**src/rtl/pll_rst_pkg.sv**
```systemverilog
// Shared types and constants for the PLL reset sequencer: FSM states,
// register addresses and status bit positions.
package pll_rst_pkg;

  typedef enum logic [1:0] {
    PLLRST   = 2'd0,
    WAITLOCK = 2'd1,
    RELEASE  = 2'd2,
    RUN      = 2'd3
  } state_e;

  localparam logic [2:0] STATUS  = 3'd0;
  localparam logic [2:0] CONTROL = 3'd1;
  localparam logic [2:0] MASK    = 3'd2;
  localparam logic [2:0] HOLD    = 3'd3;

  localparam int ST_LK      = 0;
  localparam int ST_STATE   = 1;
  localparam int ST_TIMEOUT = 3;
  localparam int ST_LOSS    = 8;

  localparam int CTL_SWRST  = 0;
  localparam int CTL_TOCLR  = 1;

endpackage

```
**src/rtl/pll_rst_sync2.sv**
```systemverilog
// Two-flop synchroniser bringing the asynchronous PLL lock into the clk domain.
module pll_rst_sync2 (
  input  logic clk,
  input  logic reset,
  input  logic d,
  output logic q
);

  logic meta;

  always_ff @(posedge clk or posedge reset) begin
    if (reset) begin
      meta <= 1'b0;
      q    <= 1'b0;
    end else begin
      meta <= d;
      q    <= meta;
    end
  end

endmodule

```
**src/rtl/pll_reset_sequencer.sv**
```systemverilog
// PLL reset / lock supervisor releasing NUM_CH reset domains in order, with an
// Avalon-MM status/control slave. Define PLL_RST_LOSS_CNT_EN for the lock-loss counter.
module pll_reset_sequencer
  import pll_rst_pkg::*;
#(
  parameter int NUM_CH       = 4,
  parameter int CNT_W        = 10,
  parameter int PLL_RST_CYC  = 8,
  parameter int LOCK_TIMEOUT = 1000,
  parameter int HOLD_DEFAULT = 16
) (
  input  logic              clk,
  input  logic              reset,
  input  logic [2:0]        address,
  input  logic              chipselect,
  input  logic              read,
  input  logic              write,
  input  logic [15:0]       writedata,
  output logic [15:0]       readdata,
  input  logic              pll_locked,
  output logic              pll_areset,
  output logic [NUM_CH-1:0] rst_out,
  output logic              resetrequest
);

  localparam int IDX_W = (NUM_CH > 1) ? $clog2(NUM_CH) : 1;
  localparam logic [CNT_W-1:0] RST_LAST = CNT_W'(PLL_RST_CYC - 1);
  localparam logic [CNT_W-1:0] TO_LAST  = CNT_W'(LOCK_TIMEOUT - 1);
  localparam logic [IDX_W-1:0] IDX_LAST = IDX_W'(NUM_CH - 1);

  state_e            state, state_nxt;
  logic [CNT_W-1:0]  cnt, cnt_nxt, hold, hold_nxt;
  logic [IDX_W-1:0]  idx, idx_nxt;
  logic [NUM_CH-1:0] mask, mask_nxt, rst_nxt;
  logic              lk, timeout, timeout_nxt;
  logic              wr, sw_rst, lock_loss;
  logic [7:0]        loss_cnt;
  logic              unused_ok;

  assign unused_ok = ^{read, writedata};

  pll_rst_sync2 u_lock_sync (
    .clk   (clk),
    .reset (reset),
    .d     (pll_locked),
    .q     (lk)
  );

  assign wr        = chipselect && write;
  assign sw_rst    = wr && (address == CONTROL) && writedata[CTL_SWRST];
  assign lock_loss = !lk && ((state == RELEASE) || (state == RUN));

  always_comb begin
    state_nxt   = state;
    cnt_nxt     = cnt + 1'b1;
    idx_nxt     = idx;
    rst_nxt     = rst_out;
    timeout_nxt = timeout;
    mask_nxt    = mask;
    hold_nxt    = hold;
    if (wr && address == MASK)    mask_nxt = writedata[NUM_CH-1:0];
    if (wr && address == HOLD)    hold_nxt = writedata[CNT_W-1:0];
    if (wr && address == CONTROL && writedata[CTL_TOCLR]) timeout_nxt = 1'b0;
    unique case (state)
      PLLRST: begin
        if (cnt == RST_LAST) begin
          state_nxt = WAITLOCK;
          cnt_nxt   = '0;
        end
      end
      WAITLOCK: begin
        if (lk) begin
          state_nxt = RELEASE;
          cnt_nxt   = '0;
          idx_nxt   = '0;
        end else if (cnt == TO_LAST) begin
          timeout_nxt = 1'b1;
          state_nxt   = PLLRST;
          cnt_nxt     = '0;
        end
      end
      RELEASE: begin
        // >= keeps a mid-sequence hold reduction from wrapping the counter
        if (cnt >= hold) begin
          cnt_nxt = '0;
          if (!mask[idx]) rst_nxt[idx] = 1'b0;
          if (idx == IDX_LAST) state_nxt = RUN;
          else                 idx_nxt   = idx + 1'b1;
        end
      end
      RUN: begin
        cnt_nxt = '0;
        rst_nxt = mask_nxt;
      end
      default: state_nxt = PLLRST;
    endcase
    // Software reset and lock loss merge into one restart
    if (sw_rst || lock_loss) begin
      state_nxt = PLLRST;
      cnt_nxt   = '0;
    end
    if (state_nxt == PLLRST) rst_nxt = '1;
  end

  always_ff @(posedge clk or posedge reset) begin
    if (reset) begin
      state        <= PLLRST;
      cnt          <= '0;
      idx          <= '0;
      rst_out      <= '1;
      pll_areset   <= 1'b1;
      resetrequest <= 1'b1;
      timeout      <= 1'b0;
      mask         <= '0;
      hold         <= CNT_W'(HOLD_DEFAULT);
    end else begin
      state        <= state_nxt;
      cnt          <= cnt_nxt;
      idx          <= idx_nxt;
      rst_out      <= rst_nxt;
      pll_areset   <= (state_nxt == PLLRST);
      resetrequest <= (state_nxt != RUN);
      timeout      <= timeout_nxt;
      mask         <= mask_nxt;
      hold         <= hold_nxt;
    end
  end

`ifdef PLL_RST_LOSS_CNT_EN
  always_ff @(posedge clk or posedge reset) begin
    if (reset)                            loss_cnt <= '0;
    else if (lock_loss && loss_cnt != '1) loss_cnt <= loss_cnt + 1'b1;
  end
`else
  assign loss_cnt = '0;
`endif

  always_comb begin
    readdata = '0;
    case (address)
      STATUS: begin
        readdata[ST_LK]          = lk;
        readdata[ST_STATE +: 2]  = state;
        readdata[ST_TIMEOUT]     = timeout;
        readdata[ST_LOSS +: 8]   = loss_cnt;
      end
      MASK:    readdata[NUM_CH-1:0] = mask;
      HOLD:    readdata[CNT_W-1:0]  = hold;
      default: readdata = '0;
    endcase
  end

endmodule

```
**config.mk**
```make
export PLATFORM = sky130hd
export DESIGN_NAME = pll_reset_sequencer
export DESIGN_NICKNAME = d
export VERILOG_FILES = /design/src/rtl/pll_rst_pkg.sv /design/src/rtl/pll_rst_sync2.sv /design/src/rtl/pll_reset_sequencer.sv
export SDC_FILE = /design/constraint.sdc
export NUM_CORES = 1
export LEC_CHECK = 0
export ABC_AREA = 1
export CAP_MARGIN = 40
export CORE_MARGIN = 2
export CORE_UTILIZATION = 40
export CTS_CLUSTER_DIAMETER = 40
export DETAILED_ROUTE_END_ITERATION = 8
export SETUP_SLACK_MARGIN = 0.5
export SLEW_MARGIN = 15
export SYNTH_ARGS = -nofsm -noshare
export SYNTH_HDL_FRONTEND = slang
export SYNTH_HIERARCHICAL = 1
export SYNTH_SLANG_ARGS = --single-unit
export TNS_END_PERCENT = 1
```
**constraint.sdc**
```tcl
create_clock -name clk -period 3.2 [get_ports clk]
set_clock_uncertainty 0.15 [all_clocks]
set_input_delay 0.48 -clock clk [delete_from_list [all_inputs] [get_ports clk]]
set_output_delay 0.48 -clock clk [all_outputs]
set_load 0.03 [all_outputs]
```
==> impl_metrics.py, run 1 <==
metrics = {
    "final_layout": {
        "multi_input_comb_area_um2": 1220,
        "num_antenna_cells": 0,
        "fin_nets": 371,
        "layout.filler_cells": 561,
        "drive_gt1_frac": 0.214,
        "layout.area.seq_um2": 935,
        "area_growth_syn_to_layout_pct": 20.8,
    },
    "clocking": {
        "clock-root-buffer": "sky130_fd_sc_hd__clkbuf_8",
        "holdBufCountCts": 0,
        "cts_tree": "done",
        "htree_levels": 2,
        "cts_inserted_buffers": 5,
        "clk_latency_ps": 290,
        "clk_transition_reported_paths_ps": 70,
        "cts_setup_buffers": 0,
        "largest_buffer_count_on_any_clock_path": 2,
        "cts_resized": 1,
        "clkSinkCount": 37,
    },
    "route": {
        "dr_iter_0_viols": 81,
        "drt-total-wl_mm": 4.88,
        "detail_route.wl_per_cell_um": 12.0,
        "detailed_router_iteration_count_before_antenna_repair": 4,
        "drt-vias-per-instance": 4.66,
        "drc_errors": 0,
        "ant_nets": 0,
        "total_via_count_in_the_routed_design": 1895,
    },
    "worst_setup_path": {
        "worstPathRequired_ps": 2570,
        "worst_ep_arrival_time_ps": 2300,
        "start_kind": "primary input",
        "worst_r2r_startpoint": "hold[4]$_DFFE_PP1P_",
        "critPathKind": "in -> out",
        "endpoint_kind": "primary output",
        "worst-r2r-setup-slack_ps": 1150,
        "critical_path.reg2reg.endpoint": "rst_out[2]$_DFFE_PP1P_",
        "worst_r2r_path_depth": 13,
        "worst_setup_path_startpoint": "address[1]",
        "path_max_fanout": 9,
    },
    "synthesis": {
        "synth_mux_area_frac": 0.00632,
        "yosys-top-cells-area": "sky130_fd_sc_hd__dfrtp_1 (32%), sky130_fd_sc_hd__nand2_1 (9.8%), sky130_fd_sc_hd__ha_1 (7.9%)",
        "synth_top_cell_by_area": "sky130_fd_sc_hd__dfrtp_1",
        "postSynthAreaPerCell_um2": 8.17,
        "synth_top_area_frac": 0.316,
        "synthAdderAreaFrac": 0.0789,
        "number_of_enable_type_register_cells_in_the_synthesized_netlist": 0,
        "async_reset_ff_frac": 1.00,
        "synth_cell_types": 39,
        "mappedNetlistArea_um2": 2380,
        "synth_top_family_by_area": "simple AND/OR/NAND/NOR gates",
        "synth_compound_gate_area_share": 0.113,
        "synth_sequential_area_ratio": 0.393,
        "synth-simple-area-share": 0.285,
        "synthCells": 291,
        "ys.warnings.count": 6,
        "ys_ff_latch": 37,
        "synth_xor_area_frac": 0.0221,
        "synth_ff_type": "sky130_fd_sc_hd__dfrtp_1",
    },
    "placed_design": {
        "globalplace.congestion": 0.837,
        "io_buffer_count": 33,
        "hpwl_mm": 3.76,
    },
    "global_routing": {
        "maximum_number_of_pins_on_one_net_before_global_route_repair": 36,
        "grt_first_pass_wirelength_mm": 8.34,
        "grt_use_total": 0.166,
        "initial_antenna_violation_count": 0,
        "gr-total-overflow": 0,
        "via_count_of_the_first_global_routing_pass": 1818,
    },
    "sta": {
        "min_period_over_period": 0.916,
        "timing.final.hold_violations": 0,
        "fin_worst_hold_slack_ps": 204,
        "setup_violations": 0,
        "final.setup.tns_ps": 0,
        "final.min_clock_period_ps": 2930,
        "finalMaxSlewViolations": 0,
        "fmaxAchievable_mhz": 341,
        "rsz_0062_raised_after_global_routing": "true",
    },
    "worst_hold_path": {
        "startpoint_of_the_most_critical_hold_path": "u_lock_sync/meta$_DFF_PP0_",
        "hold_path_class": "reg -> reg",
        "worstHoldPathCells": 0,
        "worst_hold_path.endpoint": "u_lock_sync/q$_DFF_PP0_",
    },
    "flow_run": {
        "drv_cap": 0,
    },
    "floorplan": {
        "site_row_count": 28,
        "die-area_um2": 6580,
        "fp.dieH_um": 81.1,
        "floorplan.core_area_um2": 5820,
        "initial_core_util": 0.409,
        "floorplan.io_pins": 47,
        "die_w_um": 81.1,
    },
    "pwr": {
        "powerDensity_nw_per_um2": 579,
        "total_leakage_power_uw": 0.00142,
        "max-vdd-ir-drop_mv": 0.270,
    },
    "run_status": {
        "run_status": "finished, final reports clean",
    },
}
-- kinds of logic after synthesis --
logic type / count (synthesis)
buffers and inverters: 55
other: 1
AO/OA/AOI/OAI: 38
AND/OR/NAND/NOR: 138
multiplexers: 1
XOR/XNOR: 6
flip-flops: 37
adder cells (fa/ha/maj): 15
-- layout make-up --
cell class / instances / area share
clock buffers: 8 / 0.0314
inverters: 47 / 0.0614
multi-input cells: 204 / 0.426
flip-flops and latches: 37 / 0.325
well taps: 75 / 0.0327
repair buffers: 36 / 0.123
-- routing by layer --
metal,GRT usage,vias up,part of all wire
li1,-,983,-
met1,0.228,862,0.50
met2,0.248,39,0.43
met3,0.0444,11,0.048
met4,0.0678,0,0.020
met5,0,-,0
-- registers in the layout (all words and copies together), names as in the netlist --
name / count
u_lock_sync/meta: 1
idx: 2
timeout: 1
cnt: 10
resetrequest: 1
mask: 4
pll_areset: 1
hold: 10
rst_out: 4
u_lock_sync/q: 1
state: 2
-- synthesized netlist by cell type, types with 2 or more instances --
cell type                  number
sky130_fd_sc_hd__nand3_2        3
sky130_fd_sc_hd__nand2_1       62
sky130_fd_sc_hd__inv_2         10
sky130_fd_sc_hd__buf_4          6
sky130_fd_sc_hd__o21ai_1       10
sky130_fd_sc_hd__ha_1          15
sky130_fd_sc_hd__nor2_2        14
sky130_fd_sc_hd__nor2_1        30
sky130_fd_sc_hd__dfrtp_1       30
sky130_fd_sc_hd__nand2_4        2
sky130_fd_sc_hd__o211ai_1       3
sky130_fd_sc_hd__o221ai_1       3
sky130_fd_sc_hd__xnor2_1        2
sky130_fd_sc_hd__o21ai_0        4
sky130_fd_sc_hd__xor2_1         4
sky130_fd_sc_hd__dfstp_2        7
sky130_fd_sc_hd__o21ai_2        2
sky130_fd_sc_hd__nand3_1       11
sky130_fd_sc_hd__a21oi_2        9
sky130_fd_sc_hd__inv_1         37
sky130_fd_sc_hd__nand2_2        8
sky130_fd_sc_hd__a21oi_1        2
-- through the flow --
step | setup slack, ps | instance area, um2 | cells | power [uW] | util
after floorplan | 1180 | 2400 | 296 | 1170 | -
after global placement | 247 | 2780 | 399 | 1330 | 0.478
after detailed placement | 234 | 2780 | 399 | 1340 | 0.478
after CTS | 251 | 2870 | 407 | 1690 | 0.494
after global routing | 180 | 2870 | 407 | 1800 | 0.494
final | 269 | 2870 | 407 | 1660 | 0.494
-- critical path, stage by stage --
cell,delay (ps)
sky130_fd_sc_hd__clkdlybuf4s50_1,530
sky130_fd_sc_hd__inv_2,70
sky130_fd_sc_hd__nor3_4,180
sky130_fd_sc_hd__inv_2,120
sky130_fd_sc_hd__o221ai_1,200
sky130_fd_sc_hd__clkdlybuf4s50_1,710
-- cells in the final DEF (no fill, tap or decap), types with 3 or more instances in the layout --
master,netlist,routed
sky130_fd_sc_hd__nand2_1,62,62
sky130_fd_sc_hd__inv_1,37,37
sky130_fd_sc_hd__clkdlybuf4s50_1,0,31
sky130_fd_sc_hd__nor2_1,30,30
sky130_fd_sc_hd__dfrtp_1,30,30
sky130_fd_sc_hd__ha_1,15,15
sky130_fd_sc_hd__nor2_2,14,14
sky130_fd_sc_hd__nand3_1,11,11
sky130_fd_sc_hd__inv_2,10,10
sky130_fd_sc_hd__o21ai_1,10,10
sky130_fd_sc_hd__a21oi_2,9,9
sky130_fd_sc_hd__nand2_2,8,8
sky130_fd_sc_hd__dfstp_2,7,7
sky130_fd_sc_hd__conb_1,1,6
sky130_fd_sc_hd__clkbuf_8,0,6
sky130_fd_sc_hd__o21ai_0,4,4
sky130_fd_sc_hd__xor2_1,4,4
sky130_fd_sc_hd__nand3_2,3,3
sky130_fd_sc_hd__o211ai_1,3,3
sky130_fd_sc_hd__o221ai_1,3,3
sky130_fd_sc_hd__buf_4,6,3
-- worst max-delay path by stage --
stage	endpoint	slack, ps	cells after the start
4_1_cts	readdata[3]	250	6
3_5_place_dp	readdata[2]	230	6
5_1_grt	readdata[3]	180	6
6_report	readdata[3]	270	6
3_3_place_gp	readdata[2]	250	6
2_1_floorplan	readdata[1]	1180	4
-- power by group --
part | internal, uW | switching [uW]
sequential | 563 | 82.4
clock | 176 | 166
combinational | 250 | 425
Note: power is estimated with default switching activity, not from simulation.
==> inputs of run 2 (changes only) <==
--- a/config.mk
+++ b/config.mk
@@ -9,8 +9,9 @@
 export CAP_MARGIN = 40
 export CORE_MARGIN = 2
 export CORE_UTILIZATION = 40
-export CTS_CLUSTER_DIAMETER = 40
 export DETAILED_ROUTE_END_ITERATION = 8
+export PLACE_DENSITY = 0.7
+export REMOVE_ABC_BUFFERS = 1
 export SETUP_SLACK_MARGIN = 0.5
 export SLEW_MARGIN = 15
 export SYNTH_ARGS = -nofsm -noshare
==> run 2 against run 1 <==
Critical path depth unchanged. Die area unchanged. Global-route usage down 0.26 points. Utilization up 0.41 points. Sequential power up 0.6%. Maximum frequency up 0.43%. Sequential share of layout area down 0.27 points. First-iteration DRC count up 9.9%. Critical path type unchanged. Largest power group unchanged.
==> impl_metrics.py, run 2 (synthesis results as in run 1) <==
metrics = {
    "floorplan": {
        "site_row_count": 28,
        "floorplan.core_area_um2": 5820,
        "die_w_um": 81.1,
        "die-area_um2": 6580,
        "floorplan.io_pins": 47,
        "initial_core_util": 0.409,
        "fp.dieH_um": 81.1,
    },
    "worst_setup_path": {
        "worstPathRequired_ps": 2570,
        "endpoint_kind": "primary output",
        "timing.critical_path.slowest_cell_delay_ps": 700,
        "worst_r2r_path_depth": 13,
        "start_kind": "primary input",
        "path_max_fanout": 9,
        "worst_ep_arrival_time_ps": 2290,
        "worst_r2r_startpoint": "hold[4]$_DFFE_PP1P_",
        "critical_path.reg2reg.endpoint": "rst_out[3]$_DFFE_PP1P_",
        "worst_setup_path_startpoint": "address[1]",
        "critPathKind": "in -> out",
        "worst-r2r-setup-slack_ps": 1150,
        "crit_chain": "clkdlybuf4s50_1, inv_2, nor3_4, inv_2, o221ai_1, clkdlybuf4s50_1",
        "critPathSlowestCell": "sky130_fd_sc_hd__clkdlybuf4s50_1",
    },
    "route": {
        "detail_route.wl_per_cell_um": 12.0,
        "drc_errors": 0,
        "drt-vias-per-instance": 4.63,
        "dr_iter_0_viols": 89,
        "detailed_router_iteration_count_before_antenna_repair": 4,
        "ant_nets": 0,
        "total_via_count_in_the_routed_design": 1880,
        "drt-total-wl_mm": 4.85,
    },
    "final_layout": {
        "layout_top_registers": "cnt: 10 flops, hold: 10 flops",
        "fin_nets": 370,
        "most-common-layout-cells": "sky130_fd_sc_hd__nand2_1 (62), sky130_fd_sc_hd__inv_1 (37), sky130_fd_sc_hd__clkdlybuf4s50_1 (31)",
        "area_growth_syn_to_layout_pct": 21.8,
        "drive_gt1_frac": 0.218,
        "num_antenna_cells": 0,
        "mostFrequentLayoutCell": "sky130_fd_sc_hd__nand2_1",
        "layout.filler_cells": 569,
    },
    "sta": {
        "finalMaxSlewViolations": 0,
        "final.setup.tns_ps": 0,
        "min_period_over_period": 0.912,
        "rsz_0062_raised_after_global_routing": "true",
        "final.min_clock_period_ps": 2920,
        "setup_violations": 0,
        "fmaxAchievable_mhz": 343,
        "timing.final.hold_violations": 0,
    },
    "placed_design": {
        "io_buffer_count": 33,
        "globalplace.congestion": 0.840,
        "hpwl_mm": 3.71,
    },
    "pwr": {
        "pwr-share-seq": 0.372,
        "max-vdd-ir-drop_mv": 0.218,
        "p_comb_frac": 0.390,
        "p_clk_frac": 0.238,
        "total_leakage_power_uw": 0.00143,
        "p_sw_frac": 0.390,
        "total_switching_power_uw": 681,
        "p_int_uw": 1070,
        "powerDensity_nw_per_um2": 603,
        "fin_total_pwr_uw": 1750,
    },
    "clocking": {
        "clock-root-buffer": "sky130_fd_sc_hd__clkbuf_8",
        "largest_buffer_count_on_any_clock_path": 2,
        "clkSinkCount": 37,
        "holdBufCountCts": 0,
        "clk_transition_reported_paths_ps": 70,
        "cts_tree": "done",
        "clk_latency_ps": 290,
        "cts_inserted_buffers": 5,
        "htree_levels": 2,
        "cts_setup_buffers": 0,
    },
    "worst_hold_path": {
        "startpoint_of_the_most_critical_hold_path": "u_lock_sync/meta$_DFF_PP0_",
        "worst_hold_path.endpoint": "u_lock_sync/q$_DFF_PP0_",
        "worstHoldPathCells": 0,
        "hold_path_class": "reg -> reg",
    },
    "run_status": {
        "run_status": "finished, final reports clean",
    },
    "global_routing": {
        "maximum_number_of_pins_on_one_net_before_global_route_repair": 36,
        "grt_use_total": 0.164,
        "gr-total-overflow": 0,
        "initial_antenna_violation_count": 0,
        "grt_first_pass_wirelength_mm": 8.34,
        "via_count_of_the_first_global_routing_pass": 1878,
    },
    "flow_run": {
        "drv_cap": 0,
    },
}
run 2: changes by cell type in the layout (fill, tap and decap cells not counted), sizes merged:
| cell | delta |
|---|---|
| buf | -1 |
| bufinv | +1 |
| clkbuf | -1 |
run 2: per-layer routing:
metal  routed length [um]  up-vias  track usage
met5                    0        -            0
met1                 2410      860        0.222
met4                   80        0       0.0508
met2                 2220       31        0.267
li1                     -      980            -
met3                  143        9       0.0278
run 2: area by class of cell:
cell class / count / area [um2] / share of cell area
repair buffers: 35 / 347 / 0.120
multi-input cells: 204 / 1230 / 0.424
clock inverters: 1 / 30.0 / 0.0104
flip-flops and latches: 37 / 935 / 0.323
clock buffers: 7 / 86.3 / 0.0298
well taps: 75 / 93.8 / 0.0324
inverters: 47 / 176 / 0.0609
run 2: metrics by stage:
step | std cells | util | cell area, um2 | hold WS [ps] | setup WS (ps)
floorplan | 288 | - | 2330 | 71.2 | 1180
global placement | 398 | 0.477 | 2770 | 183 | 249
detailed placement | 398 | 0.477 | 2770 | 186 | 252
CTS | 406 | 0.497 | 2890 | 203 | 255
global route | 406 | 0.498 | 2900 | 223 | 170
finish | 406 | 0.498 | 2900 | 199 | 281
run 2: repair_timing:
action,in CTS,in global routing
pin swaps,0,0
setup endpoints to repair,10,10
gates resized for setup,1,2
run 2: worst max-delay path, delay by kind of cell:
family	cells	cell delay, ps
AND/OR/NAND/NOR	1	190
AO/OA/AOI/OAI	1	170
buffers and inverters	4	1440
run 2: how the worst max path moves through the flow:
stage                   to  slack, ps
3_5_place_dp   readdata[1]        250
3_3_place_gp   readdata[1]        250
4_1_cts        readdata[0]        260
2_1_floorplan  readdata[1]       1180
5_1_grt        readdata[0]        170
6_report       readdata[2]        280
run 2: power by group through the flow:
stage / combinational [uW] / clock (uW) / sequential [uW]
CTS: 687 / 428 / 649
floorplan: 526 / 0 / 641
detailed placement: 683 / 0 / 658
global route: 769 / 450 / 662
finish: 680 / 416 / 649
global placement: 667 / 0 / 654
==> inputs of run 3 (changes only) <==
--- a/config.mk
+++ b/config.mk
@@ -6,12 +6,12 @@
 export NUM_CORES = 1
 export LEC_CHECK = 0
 export ABC_AREA = 1
+export ABC_CLOCK_PERIOD_IN_PS = 3200
 export CAP_MARGIN = 40
 export CORE_MARGIN = 2
 export CORE_UTILIZATION = 40
 export DETAILED_ROUTE_END_ITERATION = 8
 export PLACE_DENSITY = 0.7
-export REMOVE_ABC_BUFFERS = 1
 export SETUP_SLACK_MARGIN = 0.5
 export SLEW_MARGIN = 15
 export SYNTH_ARGS = -nofsm -noshare
==> run 3 against run 2 <==
Via count shrank 1.1%. Register-to-register slack better by 50 ps. Global-route usage shrank 0.78 points. Non-clock buffer count up 1. Wire length decreased by 4.4%. Critical endpoint is now readdata[0]. First-iteration DRC count increased by 3.4%. Largest cell class unchanged.
==> impl_metrics.py, run 3 (synthesis results as in run 1) <==
metrics = {
    "run_status": {
        "run_status": "finished, final reports clean",
    },
    "worst_setup_path": {
        "start_kind": "primary input",
        "worst-r2r-setup-slack_ps": 1200,
        "critPathKind": "in -> out",
        "worst_r2r_startpoint": "hold[4]$_DFFE_PP1P_",
        "critical_path.reg2reg.endpoint": "rst_out[2]$_DFFE_PP1P_",
        "critPathSlowestCell": "sky130_fd_sc_hd__clkdlybuf4s50_1",
        "cp_num_buf_inv": 3,
        "critical_path_depth": 6,
        "timing.critical_path.slowest_cell_delay_ps": 700,
        "worst_r2r_path_depth": 13,
        "cell_family_contributing_the_most_delay_on_the_critical_path": "buffers and inverters",
        "worst_setup_path_startpoint": "address[2]",
        "crit_chain": "clkdlybuf4s50_1, nor3_1, buf_4, nand2_1, o211ai_1, clkdlybuf4s50_1",
        "endpoint_kind": "primary output",
        "cp_common_cell": "sky130_fd_sc_hd__clkdlybuf4s50_1",
        "timing.critical_path.to": "readdata[0]",
        "path_max_fanout": 4,
        "worstPathRequired_ps": 2570,
        "worst_ep_arrival_time_ps": 2280,
    },
    "route": {
        "total_via_count_in_the_routed_design": 1859,
        "detail_route.wl_per_cell_um": 11.4,
        "dr_iter_0_viols": 92,
        "drc_errors": 0,
        "ant_nets": 0,
        "drt-total-wl_mm": 4.64,
        "drt-vias-per-instance": 4.57,
        "detailed_router_iteration_count_before_antenna_repair": 4,
    },
    "final_layout": {
        "num_antenna_cells": 0,
        "mostFrequentLayoutCell": "sky130_fd_sc_hd__nand2_1",
        "layout.cell_area.non_filler_um2": 2880,
        "fin_nets": 371,
        "area_growth_syn_to_layout_pct": 21.3,
        "post-route-util": 0.496,
        "layout_top_registers": "cnt: 10 flops, hold: 10 flops",
        "drive_gt1_frac": 0.220,
        "most-common-layout-cells": "sky130_fd_sc_hd__nand2_1 (62), sky130_fd_sc_hd__inv_1 (37), sky130_fd_sc_hd__clkdlybuf4s50_1 (31)",
    },
    "clocking": {
        "clk_latency_ps": 290,
        "cts_tree": "done",
        "cts_setup_buffers": 0,
        "htree_levels": 2,
        "clk_transition_reported_paths_ps": 70,
        "clock-root-buffer": "sky130_fd_sc_hd__clkbuf_8",
        "cts_inserted_buffers": 5,
        "clkSinkCount": 37,
        "largest_buffer_count_on_any_clock_path": 2,
        "holdBufCountCts": 0,
    },
    "global_routing": {
        "grt.busiest_layer": "met2",
        "initial_antenna_violation_count": 0,
        "grt_use_total": 0.156,
        "met1_usage": 0.218,
        "gr-total-overflow": 0,
        "groute.layer.met2.usage": 0.246,
        "grt_first_pass_wirelength_mm": 8.02,
        "global_route.usage.met3": 0.0244,
        "via_count_of_the_first_global_routing_pass": 1780,
        "maximum_number_of_pins_on_one_net_before_global_route_repair": 36,
    },
    "sta": {
        "setup_violations": 0,
        "final.setup.tns_ps": 0,
        "finalMaxSlewViolations": 0,
        "timing.final.hold_violations": 0,
        "fmaxAchievable_mhz": 343,
        "final.min_clock_period_ps": 2910,
        "min_period_over_period": 0.910,
        "fin_worst_hold_slack_ps": 201,
        "rsz_0062_raised_after_global_routing": "true",
    },
    "placed_design": {
        "globalplace.congestion": 0.822,
        "postPlaceCellArea_um2": 2780,
        "hpwl_mm": 3.56,
        "io_buffer_count": 33,
    },
    "pwr": {
        "p_clk_frac": 0.214,
        "p_int_uw": 1010,
        "pwr-share-seq": 0.383,
        "max-vdd-ir-drop_mv": 0.262,
        "p_comb_frac": 0.402,
        "p_sw_frac": 0.400,
        "total_leakage_power_uw": 0.00143,
        "powerDensity_nw_per_um2": 581,
        "total_switching_power_uw": 670,
    },
    "floorplan": {
        "floorplan.io_pins": 47,
        "die_w_um": 81.1,
        "die-area_um2": 6580,
        "initial_core_util": 0.409,
        "site_row_count": 28,
        "floorplan.core_area_um2": 5820,
        "fp.dieH_um": 81.1,
    },
    "worst_hold_path": {
        "hold_path_class": "reg -> reg",
    },
    "flow_run": {
        "drv_cap": 0,
    },
}
run 3: cell type report:
class | count | area, um2
Clock inverter | 1 | 5.00
Timing Repair Buffer | 36 | 354
Sequential cell | 37 | 935
Clock buffer | 7 | 96.3
Inverter | 47 | 176
Fill cell | 575 | 2930
Multi-Input combinational cell | 204 | 1220
Tap cell | 75 | 93.8
run 3: how the worst min path moves through the flow:
stage / start / endpoint / slack [ps] / cells after the start
floorplan: reset / u_lock_sync/meta$_DFF_PP0_ / 70 / 1
global placement: u_lock_sync/meta$_DFF_PP0_ / u_lock_sync/q$_DFF_PP0_ / 180 / 0
detailed placement: u_lock_sync/meta$_DFF_PP0_ / u_lock_sync/q$_DFF_PP0_ / 190 / 0
CTS: u_lock_sync/meta$_DFF_PP0_ / u_lock_sync/q$_DFF_PP0_ / 200 / 0
global route: u_lock_sync/meta$_DFF_PP0_ / u_lock_sync/q$_DFF_PP0_ / 220 / 0
finish: u_lock_sync/meta$_DFF_PP0_ / u_lock_sync/q$_DFF_PP0_ / 200 / 0
run 3: power groups by stage:
stage               Sequential (uW)  Combinational, uW  Clock [uW]
floorplan                       641                533           0
global placement                650                667           0
detailed placement              651                684           0
CTS                             643                687         371
global route                    657                769         387
finish                          643                674         359
run 3: routing by layer:
metal | part of all wire | vias up
met4 | 0.014 | 0
met5 | 0 | -
li1 | - | 982
met1 | 0.52 | 838
met3 | 0.032 | 7
met2 | 0.44 | 32
run 3: timing repair:
action / 4_1_cts / 5_1_grt
pin swaps: 0 / 0
gates resized for setup: 1 / 1
endpoints found under the hold margin: 0 / 0
setup endpoints to repair: 10 / 10
run 3: metrics by stage:
| stage | instances | setup WS [ps] | power [uW] |
|---|---|---|---|
| final | 407 | 288 | 1680 |
| after global routing | 407 | 208 | 1810 |
| after CTS | 407 | 247 | 1700 |
| after detailed placement | 399 | 229 | 1330 |
| after global placement | 399 | 246 | 1320 |
| after floorplan | 296 | 1180 | 1170 |
run 3: worst reg2reg max path: cells and delay by family, from the launching register on:
family / cells / cell delay (ps)
fa+ha+maj: 1 / 270
simple gates: 10 / 890
flops: 1 / 520
buf+inv: 2 / 110
